$ cat src/rtl/line_win_gather_if.sv
// Stream and control bundle between the line buffer bank, the window gather
// stage and the downstream kernel. Signal suffixes are from the gather
// stage's point of view. The gather stage uses the slave modport and its
// environment uses the master modport.
interface line_win_gather_if #(
   parameter int WIN_SIZE = 3,
   parameter int PX_WIDTH = 30
);
   logic [WIN_SIZE-1:0]          empty_i;
   logic [WIN_SIZE-1:0]          unread_i;
   logic [WIN_SIZE-1:0]          pop_line_o;
   logic [WIN_SIZE*PX_WIDTH-1:0] line_tdata_i;
   logic [WIN_SIZE-1:0]          line_tvalid_i;
   logic [WIN_SIZE-1:0]          line_tlast_i;
   logic [WIN_SIZE-1:0]          line_tuser_i;
   logic [WIN_SIZE-1:0]          line_tready_o;
   logic [WIN_SIZE*PX_WIDTH-1:0] win_tdata_o;
   logic                         win_tvalid_o;
   logic                         win_tlast_o;
   logic                         win_tuser_o;
   logic                         win_tready_i;

   modport slave (
      input  empty_i, unread_i, line_tdata_i, line_tvalid_i, line_tlast_i,
             line_tuser_i, win_tready_i,
      output pop_line_o, line_tready_o, win_tdata_o, win_tvalid_o,
             win_tlast_o, win_tuser_o
   );

   modport master (
      output empty_i, unread_i, line_tdata_i, line_tvalid_i, line_tlast_i,
             line_tuser_i, win_tready_i,
      input  pop_line_o, line_tready_o, win_tdata_o, win_tvalid_o,
             win_tlast_o, win_tuser_o
   );
endinterface

$ cat src/rtl/line_win_gather.sv
// line_win_gather: pops WIN_SIZE line buffers together once each holds a
// complete unread line, then merges their pixel streams beat by beat into
// one window-column stream through a single output register.
// Optional checker: define LINE_WIN_GATHER_CHK_EN to build the sticky
// misalignment flag err_o (split tlast, or line length change). Without it
// err_o is tied low and only line 0's tlast is looked at.
module line_win_gather #(
   parameter int WIN_SIZE      = 3,
   parameter int PX_WIDTH      = 30,
   parameter int MAX_LINE_SIZE = 1920,
   localparam int LEN_WIDTH    = $clog2(MAX_LINE_SIZE + 1)
) (
   input  logic                  clk_i,
   input  logic                  rst_i,
   line_win_gather_if.slave      bus,
   output logic [LEN_WIDTH-1:0]  line_len_o,
   output logic                  busy_o,
   output logic                  err_o
);

   typedef enum logic [1:0] {
      IDLE   = 2'd0,
      POP    = 2'd1,
      STREAM = 2'd2
   } state_e;

   state_e                       state_q;
   logic [WIN_SIZE-1:0]          pop_q;
   logic [WIN_SIZE*PX_WIDTH-1:0] data_q;
   logic                         tvalid_q;
   logic                         tlast_q;
   logic                         tuser_q;
   logic [LEN_WIDTH-1:0]         cnt_q;
   logic [LEN_WIDTH-1:0]         len_q;

   logic                         acc;
   logic                         out_hs;
   logic                         start;
   logic [LEN_WIDTH-1:0]         cnt_d;

   // A beat moves only when every buffer offers one and the output register
   // is free or emptying, so all buffers advance in lockstep.
   assign acc    = (state_q == STREAM) && (&bus.line_tvalid_i) &&
                   (!tvalid_q || bus.win_tready_i);
   assign out_hs = tvalid_q && bus.win_tready_i;
   // A new line is only started once the previous last beat has left.
   assign start  = (&bus.unread_i) && !(|bus.empty_i) && !tvalid_q;
   // Beat count after this beat, saturating at the maximum line size.
   assign cnt_d  = (cnt_q >= LEN_WIDTH'(MAX_LINE_SIZE)) ?
                   LEN_WIDTH'(MAX_LINE_SIZE) : cnt_q + 1'b1;

   // Control FSM together with the registered output stage and length tracking.
   always_ff @(posedge clk_i or posedge rst_i) begin
      if (rst_i) begin
         state_q  <= IDLE;
         pop_q    <= '0;
         data_q   <= '0;
         tvalid_q <= 1'b0;
         tlast_q  <= 1'b0;
         tuser_q  <= 1'b0;
         cnt_q    <= '0;
         len_q    <= '0;
      end else begin
         pop_q <= '0;

         if (acc) begin
            data_q   <= bus.line_tdata_i;
            tlast_q  <= bus.line_tlast_i[0];
            tuser_q  <= |bus.line_tuser_i;
            tvalid_q <= 1'b1;
         end else if (out_hs) begin
            tvalid_q <= 1'b0;
         end

         case (state_q)
            IDLE: begin
               if (start) begin
                  state_q <= POP;
                  pop_q   <= '1;
               end
            end
            POP: begin
               state_q <= STREAM;
               cnt_q   <= '0;
            end
            STREAM: begin
               if (acc) begin
                  cnt_q <= cnt_d;
                  if (bus.line_tlast_i[0]) begin
                     len_q   <= cnt_d;
                     state_q <= IDLE;
                  end
               end
            end
            default: state_q <= IDLE;
         endcase
      end
   end

   assign bus.pop_line_o    = pop_q;
   assign bus.line_tready_o = {WIN_SIZE{acc}};
   assign bus.win_tdata_o   = data_q;
   assign bus.win_tvalid_o  = tvalid_q;
   assign bus.win_tlast_o   = tlast_q;
   assign bus.win_tuser_o   = tuser_q;
   assign line_len_o        = len_q;
   assign busy_o            = (state_q != IDLE);

`ifdef LINE_WIN_GATHER_CHK_EN
   logic err_q;
   logic tlast_split;
   logic len_change;

   // Buffers disagree on end-of-line, or this line's length differs from the
   // previous completed one (len_q is zero only before the first line).
   assign tlast_split = !((&bus.line_tlast_i) || !(|bus.line_tlast_i));
   assign len_change  = (len_q != '0) && (cnt_d != len_q);

   // Sticky misalignment flag, cleared only by reset.
   always_ff @(posedge clk_i or posedge rst_i) begin
      if (rst_i) begin
         err_q <= 1'b0;
      end else if (acc && (tlast_split || (bus.line_tlast_i[0] && len_change))) begin
         err_q <= 1'b1;
      end
   end

   assign err_o = err_q;
`else
   // Only line 0 carries end-of-line information in this build.
   logic unused_tlast;
   assign unused_tlast = ^bus.line_tlast_i[WIN_SIZE-1:0];
   assign err_o        = 1'b0;
`endif

endmodule

$ cat src/flat_wrapper.sv
// flat-port wrapper written by rule: the top's interface ports become plain ports
module line_win_gather_flat 
#(
   parameter int WIN_SIZE      = 3,
   parameter int PX_WIDTH      = 30,
   parameter int MAX_LINE_SIZE = 1920,
   localparam int LEN_WIDTH    = $clog2(MAX_LINE_SIZE + 1)
)
  (clk_i, rst_i, line_len_o, busy_o, err_o, bus_empty_i, bus_unread_i, bus_line_tdata_i, bus_line_tvalid_i, bus_line_tlast_i, bus_line_tuser_i, bus_win_tready_i, bus_pop_line_o, bus_line_tready_o, bus_win_tdata_o, bus_win_tvalid_o, bus_win_tlast_o, bus_win_tuser_o);
  line_win_gather_if #(.WIN_SIZE(WIN_SIZE), .PX_WIDTH(PX_WIDTH)) bus_i ();
  input  logic clk_i;
  input  logic rst_i;
  output logic [LEN_WIDTH-1:0] line_len_o;
  output logic busy_o;
  output logic err_o;
  input wire logic [$bits(bus_i.empty_i)-1:0] bus_empty_i;
  input wire logic [$bits(bus_i.unread_i)-1:0] bus_unread_i;
  input wire logic [$bits(bus_i.line_tdata_i)-1:0] bus_line_tdata_i;
  input wire logic [$bits(bus_i.line_tvalid_i)-1:0] bus_line_tvalid_i;
  input wire logic [$bits(bus_i.line_tlast_i)-1:0] bus_line_tlast_i;
  input wire logic [$bits(bus_i.line_tuser_i)-1:0] bus_line_tuser_i;
  input wire logic [$bits(bus_i.win_tready_i)-1:0] bus_win_tready_i;
  output wire logic [$bits(bus_i.pop_line_o)-1:0] bus_pop_line_o;
  output wire logic [$bits(bus_i.line_tready_o)-1:0] bus_line_tready_o;
  output wire logic [$bits(bus_i.win_tdata_o)-1:0] bus_win_tdata_o;
  output wire logic [$bits(bus_i.win_tvalid_o)-1:0] bus_win_tvalid_o;
  output wire logic [$bits(bus_i.win_tlast_o)-1:0] bus_win_tlast_o;
  output wire logic [$bits(bus_i.win_tuser_o)-1:0] bus_win_tuser_o;
  assign bus_i.empty_i = bus_empty_i;
  assign bus_i.unread_i = bus_unread_i;
  assign bus_i.line_tdata_i = bus_line_tdata_i;
  assign bus_i.line_tvalid_i = bus_line_tvalid_i;
  assign bus_i.line_tlast_i = bus_line_tlast_i;
  assign bus_i.line_tuser_i = bus_line_tuser_i;
  assign bus_i.win_tready_i = bus_win_tready_i;
  assign bus_pop_line_o = bus_i.pop_line_o;
  assign bus_line_tready_o = bus_i.line_tready_o;
  assign bus_win_tdata_o = bus_i.win_tdata_o;
  assign bus_win_tvalid_o = bus_i.win_tvalid_o;
  assign bus_win_tlast_o = bus_i.win_tlast_o;
  assign bus_win_tuser_o = bus_i.win_tuser_o;
  line_win_gather #(.WIN_SIZE(WIN_SIZE), .PX_WIDTH(PX_WIDTH), .MAX_LINE_SIZE(MAX_LINE_SIZE)) u_core (.clk_i(clk_i), .rst_i(rst_i), .bus(bus_i), .line_len_o(line_len_o), .busy_o(busy_o), .err_o(err_o));
endmodule
$ cat config.mk
export PLATFORM = sky130hd
export DESIGN_NAME = line_win_gather_flat
export DESIGN_NICKNAME = d
export VERILOG_FILES = /design/src/rtl/line_win_gather_if.sv /design/src/rtl/line_win_gather.sv /design/src/flat_wrapper.sv
export SDC_FILE = /design/constraint.sdc
export NUM_CORES = 1
export LEC_CHECK = 0
export CAP_MARGIN = 20
export CELL_PAD_IN_SITES_DETAIL_PLACEMENT = 0
export CELL_PAD_IN_SITES_GLOBAL_PLACEMENT = 1
export CORE_MARGIN = 2
export CORE_UTILIZATION = 45
export CTS_BUF_LIST = sky130_fd_sc_hd__clkbuf_8 sky130_fd_sc_hd__clkbuf_16
export CTS_CLUSTER_SIZE = 20
export DETAILED_ROUTE_END_ITERATION = 7
export DONT_BUFFER_PORTS = 1
export PLACE_DENSITY = 0.77
export SETUP_SLACK_MARGIN = 0.02
export SKIP_LAST_GASP = 1
export SLEW_MARGIN = 20
export SYNTH_ARGS = -nofsm -noshare
export SYNTH_HDL_FRONTEND = slang
export SYNTH_SLANG_ARGS = --single-unit
$ cat constraint.sdc
create_clock -name clk_i -period 4.3 [get_ports clk_i]
set_clock_uncertainty 0.05 [all_clocks]
set_input_delay 0.43 -clock clk_i [delete_from_list [all_inputs] [get_ports clk_i]]
set_output_delay 0.43 -clock clk_i [all_outputs]
set_load 0.02 [all_outputs]
==> results by group <==
Critical path
  – WP data arrival: 2.94 ns
  – Worst path most repeated cell: nand2_1
  – Reg2reg path depth: 6
  – CP Cell Sequence: nand2b_1 > nand3_4 > clkinv_2 > buf_4 > nand2_1 > nand2_1
  – CP max FO: 56
  – Top delay family on crit path: buffers and inverters
  – Critical R2R Capture: u_core.bus.win_tdata_o[53]$_DFFE_PP0P_
  – Slowest CP cell: clkinv_2
  – CP bufs+invs: 2
  – CP max stage delay: roughly 0.69 ns
  – CP endpoint kind: flop
  – Register-to-register setup slack: 1.70 ns
  – Crit Reg-Reg Startpoint: u_core.bus.win_tvalid_o$_DFFE_PP0P_
  – Setup CP Type: reg -> reg
  – Setup crit start kind: flop
  – Worst endpoint required time: 4.64 ns

Floorplanning
  – # IOs: 220
  – Die W: 107 um
  – Core Area: 0.0103 mm^2
  – Die Span Y: ~110 um
  – Initial Util: 0.463
  – FP Rows: 37
  – Die area: 0.0115 mm^2

STA
  – RSZ-0062 raised after global routing: no
  – TNS Setup: 0 ns
  – Final hold violation count: 0
  – Final period utilization: 0.606
  – Pins Over Slew Limit: 0
  – Slew @ Worst Pin: 0.964 ns
  – F_max: around 380 MHz
  – Endpoints failing setup: 0
  – Max-slew headroom: 0.358
  – Crit path time final: between 2 and 3 ns

Synthesis
  – Synth Instances: between 500 and 600
  – Post-synth EDFFs: 0
  – Ys async rst share: 1.00
  – Syn nets: approximately 640
  – #FFs+latches synth: 118
  – Main synth FF type: dfrtp_1
  – Ys Warns: 0
  – Synth unique cells: 42
  – Post-synthesis sequential area ratio: 0.618
  – Syn avg cell area: around 9 um^2
  – Cell Area, Synth: roughly 0.0048 mm^2

Final layout
  – Ant. Diodes: 0
  – Area grow syn2layout: 32.4%
  – Area of the multi-input gates: approximately 0.0016 mm^2
  – Fillers: slightly above 800
  – Sequential Area: a little under 0.003 mm^2
  – Final #Nets: ~720
  – Share of cells above drive strength 1: 0.0640
  – Post-layout instance area: ~0.0063 mm^2
  – Final Util: 0.612

Hold path
  – Hold Crit Class: in -> reg
  – Hold EP: u_core.bus.win_tdata_o[53]$_DFFE_PP0P_
  – Hold Startpoint: bus_line_tdata_i[53]
  – Worst hold path stage count: 2

Route
  – Vias/cell: 5.02
  – Drt pass-1 iters: 4
  – Initial drt markers: roughly 210
  – Final wirelength: 11,600 um
  – # DRC: 0
  – Routed Antenna Nets: 0
  – Vias: around 3,800
  – DR WL/cell: between 15 and 20 um

Place
  – Gpl congestion: approximately 0.80
  – Area after DPL: around 0.0048 mm^2
  – Port Buffers: 0
  – Hpwl dp: approximately 7400 um

Clock network
  – Total CTS buffers: 17
  – CTS resizes: 0
  – CTS tree: yes
  – Clock sinks: around 120
  – Root buf cell: clkbuf_8
  – H-tree Lvls: 4
  – Clk_lat worst skew: ~0.5 ns
  – Hold_buf cts: 90
  – Max Root-Sink Buffers: 2
  – Setup bufs post-CTS: 0
  – Worst-path clk slew: roughly 0.050 ns

Status
  – Status: finished, final reports clean

Power
  – Power, Total: about 3.7 mW
  – Leak: 3.19 nW
  – VDD IR max: 295 uV
  – Gate power share: 0.112
  – Clock power share: 0.376
  – Sw Share: 0.330
  – Switching pwr: between 1 and 1.5 mW
  – P_int: between 2 and 2.5 mW
  – Sequential share of power: 0.513
  – PwrDens: about 600 mW/mm^2

GRT
  – Initial antenna violation count: 0
  – Total gr overflow: 0
  – First-pass GRT wire length: 19,200 um
  – Tot GR Track Use: 0.214
  – Number of global-route vias before repair: approximately 4,000
  – Pin count of the biggest net entering global routing: 99

Flow run
  – Reported max-cap violation count: 0
==> state kept, by name (all words and copies together), names as in the netlist <==
name and cells:
u_core.bus.pop_line_o 1, u_core.bus.win_tdata_o 90, u_core.bus.win_tlast_o 1, u_core.bus.win_tuser_o 1, u_core.bus.win_tvalid_o 1, u_core.cnt_q 11
u_core.line_len_o 11, u_core.state_q 2
==> power groups by stage <==
| stage | logic (mW) | registers, mW | clock network [mW] |
|---|---|---|---|
| final | 0.416 | 1.91 | 1.40 |
| after global placement | 0.328 | 1.92 | 0 |
| after detailed placement | 0.350 | 1.93 | 0 |
| after global routing | 0.494 | 1.95 | 1.49 |
| after floorplan | 0.294 | 1.85 | 0 |
| after CTS | 0.416 | 1.91 | 1.42 |
==> synthesized netlist by cell type (all sizes together) (2+ instances only) <==
library cell | n | area [um^2]
o31ai | 4 | 30.0
clkbuf | 8 | 30.0
dfrtp | 118 | 2950
a311oi | 2 | 17.5
xnor2 | 4 | 35.0
nor3 | 6 | 30.0
nor2 | 6 | 22.5
a21oi | 3 | 15.0
nand2 | 294 | 1100
ha | 2 | 25.0
nand4 | 4 | 31.3
or3 | 3 | 18.8
or2 | 2 | 12.5
nor2b | 2 | 12.5
inv | 7 | 26.3
nand2b | 2 | 12.5
o21ai | 12 | 60.1
nand3 | 8 | 57.6
a21o | 3 | 22.5
a31oi | 3 | 18.8
buf | 21 | 126
==> worst register-to-register path: stages, from the launching register on <==
cell      delay (ns)
dfrtp_1         0.49
nand2b_1        0.23
nand3_4         0.14
clkinv_2        0.69
buf_4           0.66
nand2_1         0.19
nand2_1         0.06
==> how the worst max path moves through the flow <==
stage                                        start                                      to  slack, ns  cells after the start
3_5_place_dp   u_core.bus.win_tvalid_o$_DFFE_PP0P_  u_core.bus.win_tdata_o[53]$_DFFE_PP0P_       1.68                      6
2_1_floorplan                                rst_i      u_core.bus.pop_line_o[1]$_DFF_PP0_       0.69                      1
3_3_place_gp   u_core.bus.win_tvalid_o$_DFFE_PP0P_  u_core.bus.win_tdata_o[53]$_DFFE_PP0P_       1.77                      6
6_report       u_core.bus.win_tvalid_o$_DFFE_PP0P_  u_core.bus.win_tdata_o[53]$_DFFE_PP0P_       1.70                      6
5_1_grt        u_core.bus.win_tvalid_o$_DFFE_PP0P_  u_core.bus.win_tdata_o[53]$_DFFE_PP0P_       1.57                      6
4_1_cts        u_core.bus.win_tvalid_o$_DFFE_PP0P_  u_core.bus.win_tdata_o[53]$_DFFE_PP0P_       1.69                      6
==> layer usage <==
metal / track usage / part of all wire
met5: 0 / 0
met4: 0.0965 / 0.024
met3: 0.0809 / 0.078
met2: 0.353 / 0.50
met1: 0.247 / 0.39
==> placed cells by master (no fill, tap or decap), types with 2 or more instances in the layout <==
master,count
nand2_1,294
dfrtp_1,118
dlygate4sd3_1,90
clkbuf_16,16
o21ai_0,12
inv_1,8
nand3_1,6
nor3_1,6
nor2_1,6
clkbuf_8,5
clkinv_2,4
o31ai_1,4
xnor2_1,4
buf_4,4
nand4_1,3
a21oi_1,3
a31oi_1,3
a21o_1,3
or3_1,3
bufinv_16,3
nand2b_1,2
nor2b_1,2
a311oi_1,2
ha_1,2
==> through the flow <==
step,hold slack (ns),worst slack [ns],cells
floorplan,0.453,0.691,529
global placement,0.244,1.77,640
detailed placement,0.248,1.68,640
CTS,0.0162,1.69,761
global route,0.0248,1.57,761
finish,0.0367,1.70,761
==> logic make-up (layout without fill, tap and decap cells) <==
logic type,count (synthesis),count (layout),synth area share
AND/OR/NAND/NOR,332,332,0.280
XOR/XNOR,5,5,0.00917
adder cells (fa/ha/maj),2,2,0.00524
multiplexers,1,1,0.00210
buffers and inverters,37,133,0.0393
flip-flops,118,118,0.618
other,1,1,0.000785
AO/OA/AOI/OAI,33,33,0.0448
==> cell type report <==
type | instances | area share
clock buffer | 21 | 0.0742
clock inverter | 10 | 0.0204
inverter | 8 | 0.00534
multi-input combinational | 374 | 0.259
sequential | 118 | 0.467
tap | 136 | 0.0269
timing repair buffer | 94 | 0.147
(Power assumes the default switching activity.)
